==> config.mk <==
export PLATFORM = sky130hd
export DESIGN_NAME = fc_layer_ctrl_flat
export DESIGN_NICKNAME = d
export VERILOG_FILES = /design/src/rtl/fc_layer_ctrl_pkg.sv /design/src/rtl/fc_layer_ctrl_if.sv /design/src/rtl/fc_next_credit.sv /design/src/rtl/fc_layer_ctrl.sv /design/src/flat_wrapper.sv
export SDC_FILE = /design/constraint.sdc
export NUM_CORES = 1
export LEC_CHECK = 0
export ABC_CLOCK_PERIOD_IN_PS = 2100
export CORE_ASPECT_RATIO = 0.7
export CORE_UTILIZATION = 49
export CTS_CLUSTER_DIAMETER = 100
export DETAILED_ROUTE_END_ITERATION = 10
export PLACE_DENSITY = 0.77
export SLEW_MARGIN = 20
export SYNTH_ARGS = -nofsm -noshare
export SYNTH_HDL_FRONTEND = slang
export SYNTH_HIERARCHICAL = 1
export SYNTH_SLANG_ARGS = --single-unit
export TNS_END_PERCENT = 10
==> constraint.sdc <==
create_clock -name clk -period 2.1 [get_ports clk]
set_input_delay 0.21 -clock clk [delete_from_list [all_inputs] [get_ports clk]]
set_output_delay 0.21 -clock clk [all_outputs]
set_load 0.01 [all_outputs]
==> src/rtl/fc_layer_ctrl_pkg.sv <==
//==============================================================================
// fc_layer_ctrl_pkg : shared states, layer constants and output decode. Rev 1.0
//==============================================================================
`timescale 1ns/1ps
`default_nettype none

package fc_layer_ctrl_pkg;

  localparam int FC1_IFM_DEPTH = 120;
  localparam int FC1_NEURONS   = 84;
  localparam int FC2_IFM_DEPTH = 84;
  localparam int MAC_PIPE_LAT  = 3;

  typedef enum logic [2:0] {
    ST_IDLE      = 3'd0,
    ST_ACCUM     = 3'd1,
    ST_BIAS      = 3'd2,
    ST_DRAIN     = 3'd3,
    ST_WAIT_NEXT = 3'd4,
    ST_WRITE     = 3'd5,
    ST_START     = 3'd6
  } fc_state_e;

  typedef struct packed {
    logic busy;
    logic wm_addr_sel;
    logic ifm_sel;
    logic wm_enable_read;
    logic enable_read_fc;
    logic fc1_bias_sel;
    logic end_to_previous;
    logic ifm_enable_write_next;
    logic start_to_next;
  } ctrl_out_t;

  // Control outputs as seen while the FSM sits in state s.
  function automatic ctrl_out_t decode_outputs(input fc_state_e s);
    ctrl_out_t o;
    o      = '0;
    o.busy = (s != ST_IDLE);
    case (s)
      ST_ACCUM: begin
        o.wm_addr_sel    = 1'b1;
        o.ifm_sel        = 1'b1;
        o.wm_enable_read = 1'b1;
        o.enable_read_fc = 1'b1;
      end
      ST_BIAS: begin
        o.wm_addr_sel     = 1'b1;
        o.fc1_bias_sel    = 1'b1;
        o.end_to_previous = 1'b1;
      end
      ST_WRITE: o.ifm_enable_write_next = 1'b1;
      ST_START: o.start_to_next         = 1'b1;
      default:  ;
    endcase
    return o;
  endfunction

endpackage

`default_nettype wire

==> src/rtl/fc_layer_ctrl_if.sv <==
//==============================================================================
// fc_layer_ctrl_if : layer handshake and weight/IFM read control bundle. Rev 1.0
//==============================================================================
`timescale 1ns/1ps
`default_nettype none

interface fc_layer_ctrl_if
  import fc_layer_ctrl_pkg::*;
#(
  parameter int ADDRESS_SIZE_WM = $clog2(FC1_IFM_DEPTH)
);
  logic                       start_from_previous;
  logic                       end_from_next;
  logic                       wm_addr_sel;
  logic [ADDRESS_SIZE_WM-1:0] wm_address_read_current;
  logic                       wm_enable_read;
  logic                       enable_read_fc;
  logic                       ifm_sel;
  logic                       fc1_bias_sel;
  logic                       end_to_previous;
  logic                       ifm_enable_write_next;
  logic                       start_to_next;
  logic                       busy;

  modport master (
    input  start_from_previous, end_from_next,
    output wm_addr_sel, wm_address_read_current, wm_enable_read, enable_read_fc,
           ifm_sel, fc1_bias_sel, end_to_previous, ifm_enable_write_next,
           start_to_next, busy
  );

  modport slave (
    output start_from_previous, end_from_next,
    input  wm_addr_sel, wm_address_read_current, wm_enable_read, enable_read_fc,
           ifm_sel, fc1_bias_sel, end_to_previous, ifm_enable_write_next,
           start_to_next, busy
  );
endinterface

`default_nettype wire

==> src/rtl/fc_next_credit.sv <==
//==============================================================================
// fc_next_credit : next-layer busy flag, set has priority over clear. Rev 1.0
//==============================================================================
`timescale 1ns/1ps
`default_nettype none

module fc_next_credit (
  input  logic clk,
  input  logic reset,
  input  logic set,
  input  logic clear,
  output logic busy
);

  always_ff @(posedge clk or posedge reset) begin
    if (reset)      busy <= 1'b0;
    else if (set)   busy <= 1'b1;
    else if (clear) busy <= 1'b0;
  end

endmodule

`default_nettype wire

==> src/rtl/fc_layer_ctrl.sv <==
//==============================================================================
// fc_layer_ctrl : FC layer sequencer (accumulate, bias, drain, hand-off). Rev 1.0
//==============================================================================
`timescale 1ns/1ps
`default_nettype none

module fc_layer_ctrl
  import fc_layer_ctrl_pkg::*;
#(
  parameter int IFM_DEPTH       = FC1_IFM_DEPTH,
  parameter int ADDRESS_SIZE_WM = $clog2(IFM_DEPTH),
  parameter int PIPE_LAT        = MAC_PIPE_LAT
) (
  input  logic            clk,
  input  logic            reset,
  fc_layer_ctrl_if.master bus
);

  localparam int DRAIN_W = (PIPE_LAT > 1) ? $clog2(PIPE_LAT) : 1;
  localparam logic [ADDRESS_SIZE_WM-1:0] LAST_ADDR  = ADDRESS_SIZE_WM'(IFM_DEPTH - 1);
  localparam logic [DRAIN_W-1:0]         DRAIN_LOAD = DRAIN_W'(PIPE_LAT - 1);

  fc_state_e                  state, state_next;
  logic [ADDRESS_SIZE_WM-1:0] cnt, cnt_next;
  logic [DRAIN_W-1:0]         drain_cnt, drain_next;
  logic                       pending_start, pending_next;
  logic                       next_busy;
  ctrl_out_t                  outs;

  fc_next_credit u_next_credit (
    .clk   (clk),
    .reset (reset),
    .set   (outs.start_to_next),
    .clear (bus.end_from_next),
    .busy  (next_busy)
  );

  always_comb begin
    state_next   = state;
    cnt_next     = cnt;
    drain_next   = drain_cnt;
    pending_next = pending_start | (bus.start_from_previous & (state != ST_IDLE));
    case (state)
      ST_IDLE: begin
        if (bus.start_from_previous || pending_start) begin
          state_next   = ST_ACCUM;
          cnt_next     = '0;
          pending_next = 1'b0;
        end
      end
      ST_ACCUM: begin
        if (cnt == LAST_ADDR) state_next = ST_BIAS;
        else                  cnt_next   = cnt + ADDRESS_SIZE_WM'(1);
      end
      ST_BIAS: begin
        state_next = ST_DRAIN;
        drain_next = DRAIN_LOAD;
      end
      ST_DRAIN: begin
        if (drain_cnt == '0) state_next = next_busy ? ST_WAIT_NEXT : ST_WRITE;
        else                 drain_next = drain_cnt - DRAIN_W'(1);
      end
      ST_WAIT_NEXT: begin
        if (!next_busy || bus.end_from_next) state_next = ST_WRITE;
      end
      ST_WRITE: state_next = ST_START;
      ST_START: begin
        // A queued frame launches straight from START so no cycle is lost in IDLE.
        if (bus.start_from_previous || pending_start) begin
          state_next   = ST_ACCUM;
          cnt_next     = '0;
          pending_next = 1'b0;
        end else begin
          state_next   = ST_IDLE;
        end
      end
      default: state_next = ST_IDLE;
    endcase
  end

  always_ff @(posedge clk or posedge reset) begin
    if (reset) begin
      state         <= ST_IDLE;
      cnt           <= '0;
      drain_cnt     <= '0;
      pending_start <= 1'b0;
      outs          <= '0;
    end else begin
      state         <= state_next;
      cnt           <= cnt_next;
      drain_cnt     <= drain_next;
      pending_start <= pending_next;
      outs          <= decode_outputs(state_next);
    end
  end

  assign bus.wm_address_read_current = cnt;
  assign bus.wm_addr_sel             = outs.wm_addr_sel;
  assign bus.ifm_sel                 = outs.ifm_sel;
  assign bus.wm_enable_read          = outs.wm_enable_read;
  assign bus.enable_read_fc          = outs.enable_read_fc;
  assign bus.fc1_bias_sel            = outs.fc1_bias_sel;
  assign bus.end_to_previous         = outs.end_to_previous;
  assign bus.ifm_enable_write_next   = outs.ifm_enable_write_next;
  assign bus.start_to_next           = outs.start_to_next;
  assign bus.busy                    = outs.busy;

endmodule

`default_nettype wire

==> src/flat_wrapper.sv <==
// flat-port wrapper written by rule: the top's interface ports become plain ports
module fc_layer_ctrl_flat import fc_layer_ctrl_pkg::*;
#(
  parameter int IFM_DEPTH       = FC1_IFM_DEPTH,
  parameter int ADDRESS_SIZE_WM = $clog2(IFM_DEPTH),
  parameter int PIPE_LAT        = MAC_PIPE_LAT
)
  (clk, reset, bus_start_from_previous, bus_end_from_next, bus_wm_addr_sel, bus_wm_address_read_current, bus_wm_enable_read, bus_enable_read_fc, bus_ifm_sel, bus_fc1_bias_sel, bus_end_to_previous, bus_ifm_enable_write_next, bus_start_to_next, bus_busy);
  fc_layer_ctrl_if #(.ADDRESS_SIZE_WM(ADDRESS_SIZE_WM)) bus_i ();
  input  logic clk;
  input  logic reset;
  input wire logic [$bits(bus_i.start_from_previous)-1:0] bus_start_from_previous;
  input wire logic [$bits(bus_i.end_from_next)-1:0] bus_end_from_next;
  output wire logic [$bits(bus_i.wm_addr_sel)-1:0] bus_wm_addr_sel;
  output wire logic [$bits(bus_i.wm_address_read_current)-1:0] bus_wm_address_read_current;
  output wire logic [$bits(bus_i.wm_enable_read)-1:0] bus_wm_enable_read;
  output wire logic [$bits(bus_i.enable_read_fc)-1:0] bus_enable_read_fc;
  output wire logic [$bits(bus_i.ifm_sel)-1:0] bus_ifm_sel;
  output wire logic [$bits(bus_i.fc1_bias_sel)-1:0] bus_fc1_bias_sel;
  output wire logic [$bits(bus_i.end_to_previous)-1:0] bus_end_to_previous;
  output wire logic [$bits(bus_i.ifm_enable_write_next)-1:0] bus_ifm_enable_write_next;
  output wire logic [$bits(bus_i.start_to_next)-1:0] bus_start_to_next;
  output wire logic [$bits(bus_i.busy)-1:0] bus_busy;
  assign bus_i.start_from_previous = bus_start_from_previous;
  assign bus_i.end_from_next = bus_end_from_next;
  assign bus_wm_addr_sel = bus_i.wm_addr_sel;
  assign bus_wm_address_read_current = bus_i.wm_address_read_current;
  assign bus_wm_enable_read = bus_i.wm_enable_read;
  assign bus_enable_read_fc = bus_i.enable_read_fc;
  assign bus_ifm_sel = bus_i.ifm_sel;
  assign bus_fc1_bias_sel = bus_i.fc1_bias_sel;
  assign bus_end_to_previous = bus_i.end_to_previous;
  assign bus_ifm_enable_write_next = bus_i.ifm_enable_write_next;
  assign bus_start_to_next = bus_i.start_to_next;
  assign bus_busy = bus_i.busy;
  fc_layer_ctrl #(.IFM_DEPTH(IFM_DEPTH), .ADDRESS_SIZE_WM(ADDRESS_SIZE_WM), .PIPE_LAT(PIPE_LAT)) u_core (.clk(clk), .reset(reset), .bus(bus_i));
endmodule
# Word level (Yosys, flattened, before mapping)
# Cells that the tools add are included.
op_classes:
  n_mux: 21
  reduce_logical: 14
  bitwise_logic: 2
  add_sub_neg: 2
  n_eq_ne: 14
ops:
  columns: ["operator", "n"]
  rows:
  - ["3-bit one-hot mux with 7 select lines", 1]
  - ["3-bit == test, second input constant", 5]
  - ["3-bit two-way mux", 5]
  - ["7-bit two-way mux", 2]
  - ["7-bit one-hot mux with 2 select lines", 1]
  - ["3-bit by 2-bit == test with 1-bit output, second input constant", 3]
  - ["1-bit two-way mux", 9]
  - ["7-bit by 1-bit adder with 7-bit output, second input constant", 1]
  - ["7-bit == test, second input constant", 1]
  - ["3-bit by 1-bit == test with 1-bit output, second input constant", 2]
  - ["2-bit nonzero test", 3]
  - ["3-bit nonzero test", 2]
  - ["2-bit two-way mux", 2]
  - ["2-bit inequality test, second input constant", 2]
  - ["2-bit one-hot mux with 2 select lines", 1]
  - ["2-bit OR reduction", 2]
  - ["3-bit logical NOT", 1]
  - ["3-bit AND reduction", 1]
  - ["2-bit logical NOT", 1]
  - ["1-bit logical OR", 2]
  - ["2-bit by 1-bit inequality test with 1-bit output, second input constant", 1]
  - ["2-bit AND reduction", 1]
  - ["2-bit by 1-bit subtractor with 2-bit output, second input constant", 1]
  - ["1-bit AND", 1]
  - ["2 further kinds", 2]
totals:
  ff_bits: 23
  in_bits: 4
  word_cells: 67
  output_inout_bits: 16

# Logic depth before layout (Yosys ltp)
logic_depth:
  ltp_word: 7
  mapped_depth: 6
  ltp_nobuf: 6

# Cells and area by module
# Netlist, hierarchy kept.
modules_own_cells:
  columns: ["mod", "area_each_um2", "seq_area_each_um2", "instances", "cells_per_inst"]
  rows:
  - ["fc_layer_ctrl", 945.9, 475.5, 1, 95]
  - ["fc_next_credit", 40.0, 25.0, 1, 4]

# Worst setup path before layout
# Ideal clock, no wire load.
synth_timing:
  kind: "register to register"
  startpoint: "register u_core.cnt[0], in the netlist u_core/bus.wm_address_read_current[0]"
  endpoint: "register u_core.cnt[2], in the netlist u_core/bus.wm_address_read_current[2]"
  path_slack_ns: 0.461
  setup_ns: 0.086
  t_required_ns: 2.014
  stages_incl_launch_ff: 6
  path_buffers: 0
  arrival_time_ns: 1.553
  period_less_slack_ns: 1.639
  path_cell_list: "dfrtp_1 -> ha_1 -> nand2_1 -> or4b_1 -> and4_1 -> nor3_1"
synth_between:
  elab_chain_len: 3
  elab_cells_between_ends: 6
  classes_between: "add/sub: 1; eq/ne: 2; mux: 2; reduce/logical: 1"
synth_rtl:
  columns: ["element", "line", "source"]
  rows:
  - ["start: declaration", "fc_layer_ctrl.sv:24", "logic [ADDRESS_SIZE_WM-1:0] cnt, cnt_next;"]
  - ["start signal: assignment", "fc_layer_ctrl.sv:90", "cnt <= cnt_next;"]
  - ["7-bit by 1-bit adder with 7-bit output / 7-bit == test (equally long branches)", "fc_layer_ctrl.sv:53, fc_layer_ctrl.sv:52", null]
  - ["7-bit two-way mux / 2-bit inequality test (equally long branches)", null, null]
  - ["7-bit one-hot mux with 2 select lines / 3-bit AND reduction (equally long branches)", null, null]
# Several ways; a longest one is shown, not always the timed one. The select of a mux whose other input is x is not followed.
# A chain may end at the register's enable or synchronous reset.

# Final worst setup path
# Ends and elaborated chain as after synthesis.

==> results.py <==
metrics = {
    "run_status": {
        "status": "complete, no violations",
    },
    "clock_network": {
        "clock_sinks": 20,
        "cts_setup_buffers": 0,
        "clock_tree.buffer_depth": 2,
        "path_clk_slew_ns": 0.10,
        "cts-root-buf": "clkbuf_4",
        "htreeDepth": 1,
        "cts_hold_buffers": 0,
        "cts_tree": "yes",
        "cts_resized": 0,
        "cts_buffers": 3,
        "clk_latency_ns": 0.30,
    },
    "timing": {
        "slew_headroom_pct": 53.3,
        "setup-tns-final_ns": 0,
        "hold_viol": 0,
        "worst_slew_pin_slew_ns": 0.700,
        "fin_crit_ns": 1.72,
        "rsz0062_at_grt": "false",
        "finalCritPeriodShare_pct": 81.9,
        "max_freq_ghz": 0.582,
        "final-max-slew-violation-count": 0,
        "setup-violations-final": 0,
        "finClkSkew_ns": 0.00206,
    },
    "yosys": {
        "ys_seq_area_share_pct": 50.8,
        "ys_ff_latch": 20,
        "ys_warn_count": 6,
        "synth_area_um2": 986,
        "postSynthCellCount": 99,
        "yosysTopAreaCellShare_pct": 50.8,
        "synth.distinct_cells": 39,
        "synth.avg_cell_area_um2": 9.96,
        "yosys.area.top_type": "dfrtp_1",
        "synth_nets": 105,
        "synth_area_leaders": "dfrtp_1, nand2_1, a21oi_1, nor3_1, buf_4",
    },
    "drt": {
        "ant_nets": 0,
        "wl_mm": 1.82,
        "dr.pass1.iters": 4,
        "wire_per_inst_um": 13.2,
        "num_vias": 728,
        "viasPerCell": 5.28,
        "post-route-drc-count": 0,
        "drt_iter0_markers": 16,
    },
    "finish": {
        "largest_register_ffs": 7,
        "drive_above_1_share_pct": 8.62,
        "nFillCells": 156,
        "layout_common_cells": "dfrtp_1, clkdlybuf4s50_1, nand2_1",
        "antenna_cells": 0,
        "layout_commonest_cell": "dfrtp_1",
        "area_growth_pct": 21.3,
        "nets": 123,
        "fin_cells": 138,
    },
    "setup_path": {
        "cp.arrival_ns": 1.94,
        "worstPathRequired_ns": 2.32,
        "worstSetupEndpointType": "register",
        "start_kind": "register",
        "rrSetupSlack_ns": 0.38,
        "critPathMaxFanout": 4,
        "critical_path_class": "register to register",
    },
    "die": {
        "start_util_pct": 52.7,
        "dieArea_um2": 2200,
        "core-area_um2": 1870,
        "io_pins": 20,
        "die_y_um": 39.5,
        "rows": 13,
        "die_w_um": 55.6,
    },
    "global_routing": {
        "grt-ovfl-total": 0,
        "grt_pass1_vias": 617,
        "grt_max_degree": 20,
        "grt_usage_pct": 19.2,
        "grt_pass1_wl_mm": 2.95,
        "antenna_found_initial": 0,
    },
    "placement": {
        "place_congestion": 0.781,
        "place_hpwl_mm": 1.36,
        "dp.cells": 134,
        "portBuffers": 19,
    },
    "pwr": {
        "p_per_area_nw_per_um2": 1250,
        "peakVddDrop_uv": 920,
        "p_leak_nw": 0.531,
    },
    "run": {
        "cap_viol_max_count": 0,
    },
    "min_path": {
        "worst_hold_path_type": "primary input to async pin",
    },
}
-- cells by family (layout without fill, tap and decap cells) --
group / Yosys count / in the layout / share of synthesized area [%]
flip-flops: 20 / 20 / 50.8
XOR/XNOR: 2 / 2 / 1.78
multiplexers: 1 / 1 / 1.02
adder cells (fa/ha/maj): 2 / 2 / 2.54
AND/OR/NAND/NOR: 41 / 41 / 24.2
buffers and inverters: 14 / 31 / 7.87
AO/OA/AOI/OAI: 19 / 19 / 11.8
-- per-layer routing --
layer | part of all wire [%] | track usage (%)
met5 | 0 | 0
met4 | 0.82 | 5.63
met3 | 4.8 | 7.26
met2 | 41 | 28.6
met1 | 54 | 26.0
-- critical path, cell delays in order, from the launching register on --
cell and delay (ns):
dfrtp_1 0.42, ha_1 0.22, nand2_1 0.09, or4b_1 0.52, and4_1 0.23, nor3_1 0.16
-- power by group --
group | switching [W] | internal, W | total, W
clock | 0.000111 | 0.000106 | 0.000217
sequential | 0.000118 | 0.000505 | 0.000623
combinational | 0.000323 | 0.000329 | 0.000652
total | 0.000552 | 0.000940 | 0.00149
-- through the flow --
stage / hold slack [ns] / setup slack, ns / total power, W / instance area [um^2] / util, %
floorplan: -0.0613 / 0.461 / 0.00106 / 986 / -
global placement: 0.375 / 0.454 / 0.00126 / 1160 / 62.0
detailed placement: 0.389 / 0.409 / 0.00128 / 1160 / 62.0
CTS: 0.0544 / 0.382 / 0.00150 / 1200 / 63.9
global route: 0.0640 / 0.245 / 0.00159 / 1200 / 63.9
finish: 0.0631 / 0.381 / 0.00149 / 1200 / 63.9
-- layout make-up --
class	count	area, um^2	share of cell area, %
Clock buffer	4	36.3	3.03
Inverter	7	26.3	2.20
Multi-Input combinational cell	65	408	34.1
Sequential cell	20	500	41.8
Tap cell	22	27.5	2.30
Timing Repair Buffer	20	198	16.5
-- path summary, 6_finish.rpt --
check / startpoint / endpoint / cells past startpoint
min in group clk: u_core/bus.start_to_next / u_core/u_next_credit/busy / 1
max in group asynchronous: reset / u_core/drain_cnt[0] / 2
min: reset / u_core/u_next_credit/busy / 2
max reg2reg: u_core/bus.wm_address_read_current[0] / u_core/bus.wm_address_read_current[2] / 5
min reg2reg: u_core/bus.start_to_next / u_core/u_next_credit/busy / 1
max: u_core/bus.wm_address_read_current[0] / u_core/bus.wm_address_read_current[2] / 5
-- cells in the mapped netlist --
cell	n
xor2_1	1
a32oi_1	1
nand2_1	10
buf_6	1
nand4_1	1
o22ai_1	1
ha_1	2
and4_1	1
o21ai_2	1
nor4_1	1
buf_4	4
and2b_1	1
a21oi_1	6
and2_1	1
or3_1	2
nor2b_1	1
inv_1	7
nand3_1	1
xnor2_1	1
and3_1	1
dfrtp_1	20
nor4b_2	1
or4b_1	1
nor2_1	6
o21ai_0	5
nor3_1	6
o31ai_1	1
nor3b_1	1
nand2b_1	2
o211ai_1	1
o21a_1	1
mux2i_1	1
or3b_1	1
a21o_1	1
or2_2	1
nor3b_2	1
o21bai_1	1
buf_2	2
or4_4	1
Note: power is estimated with default switching activity, not from simulation.
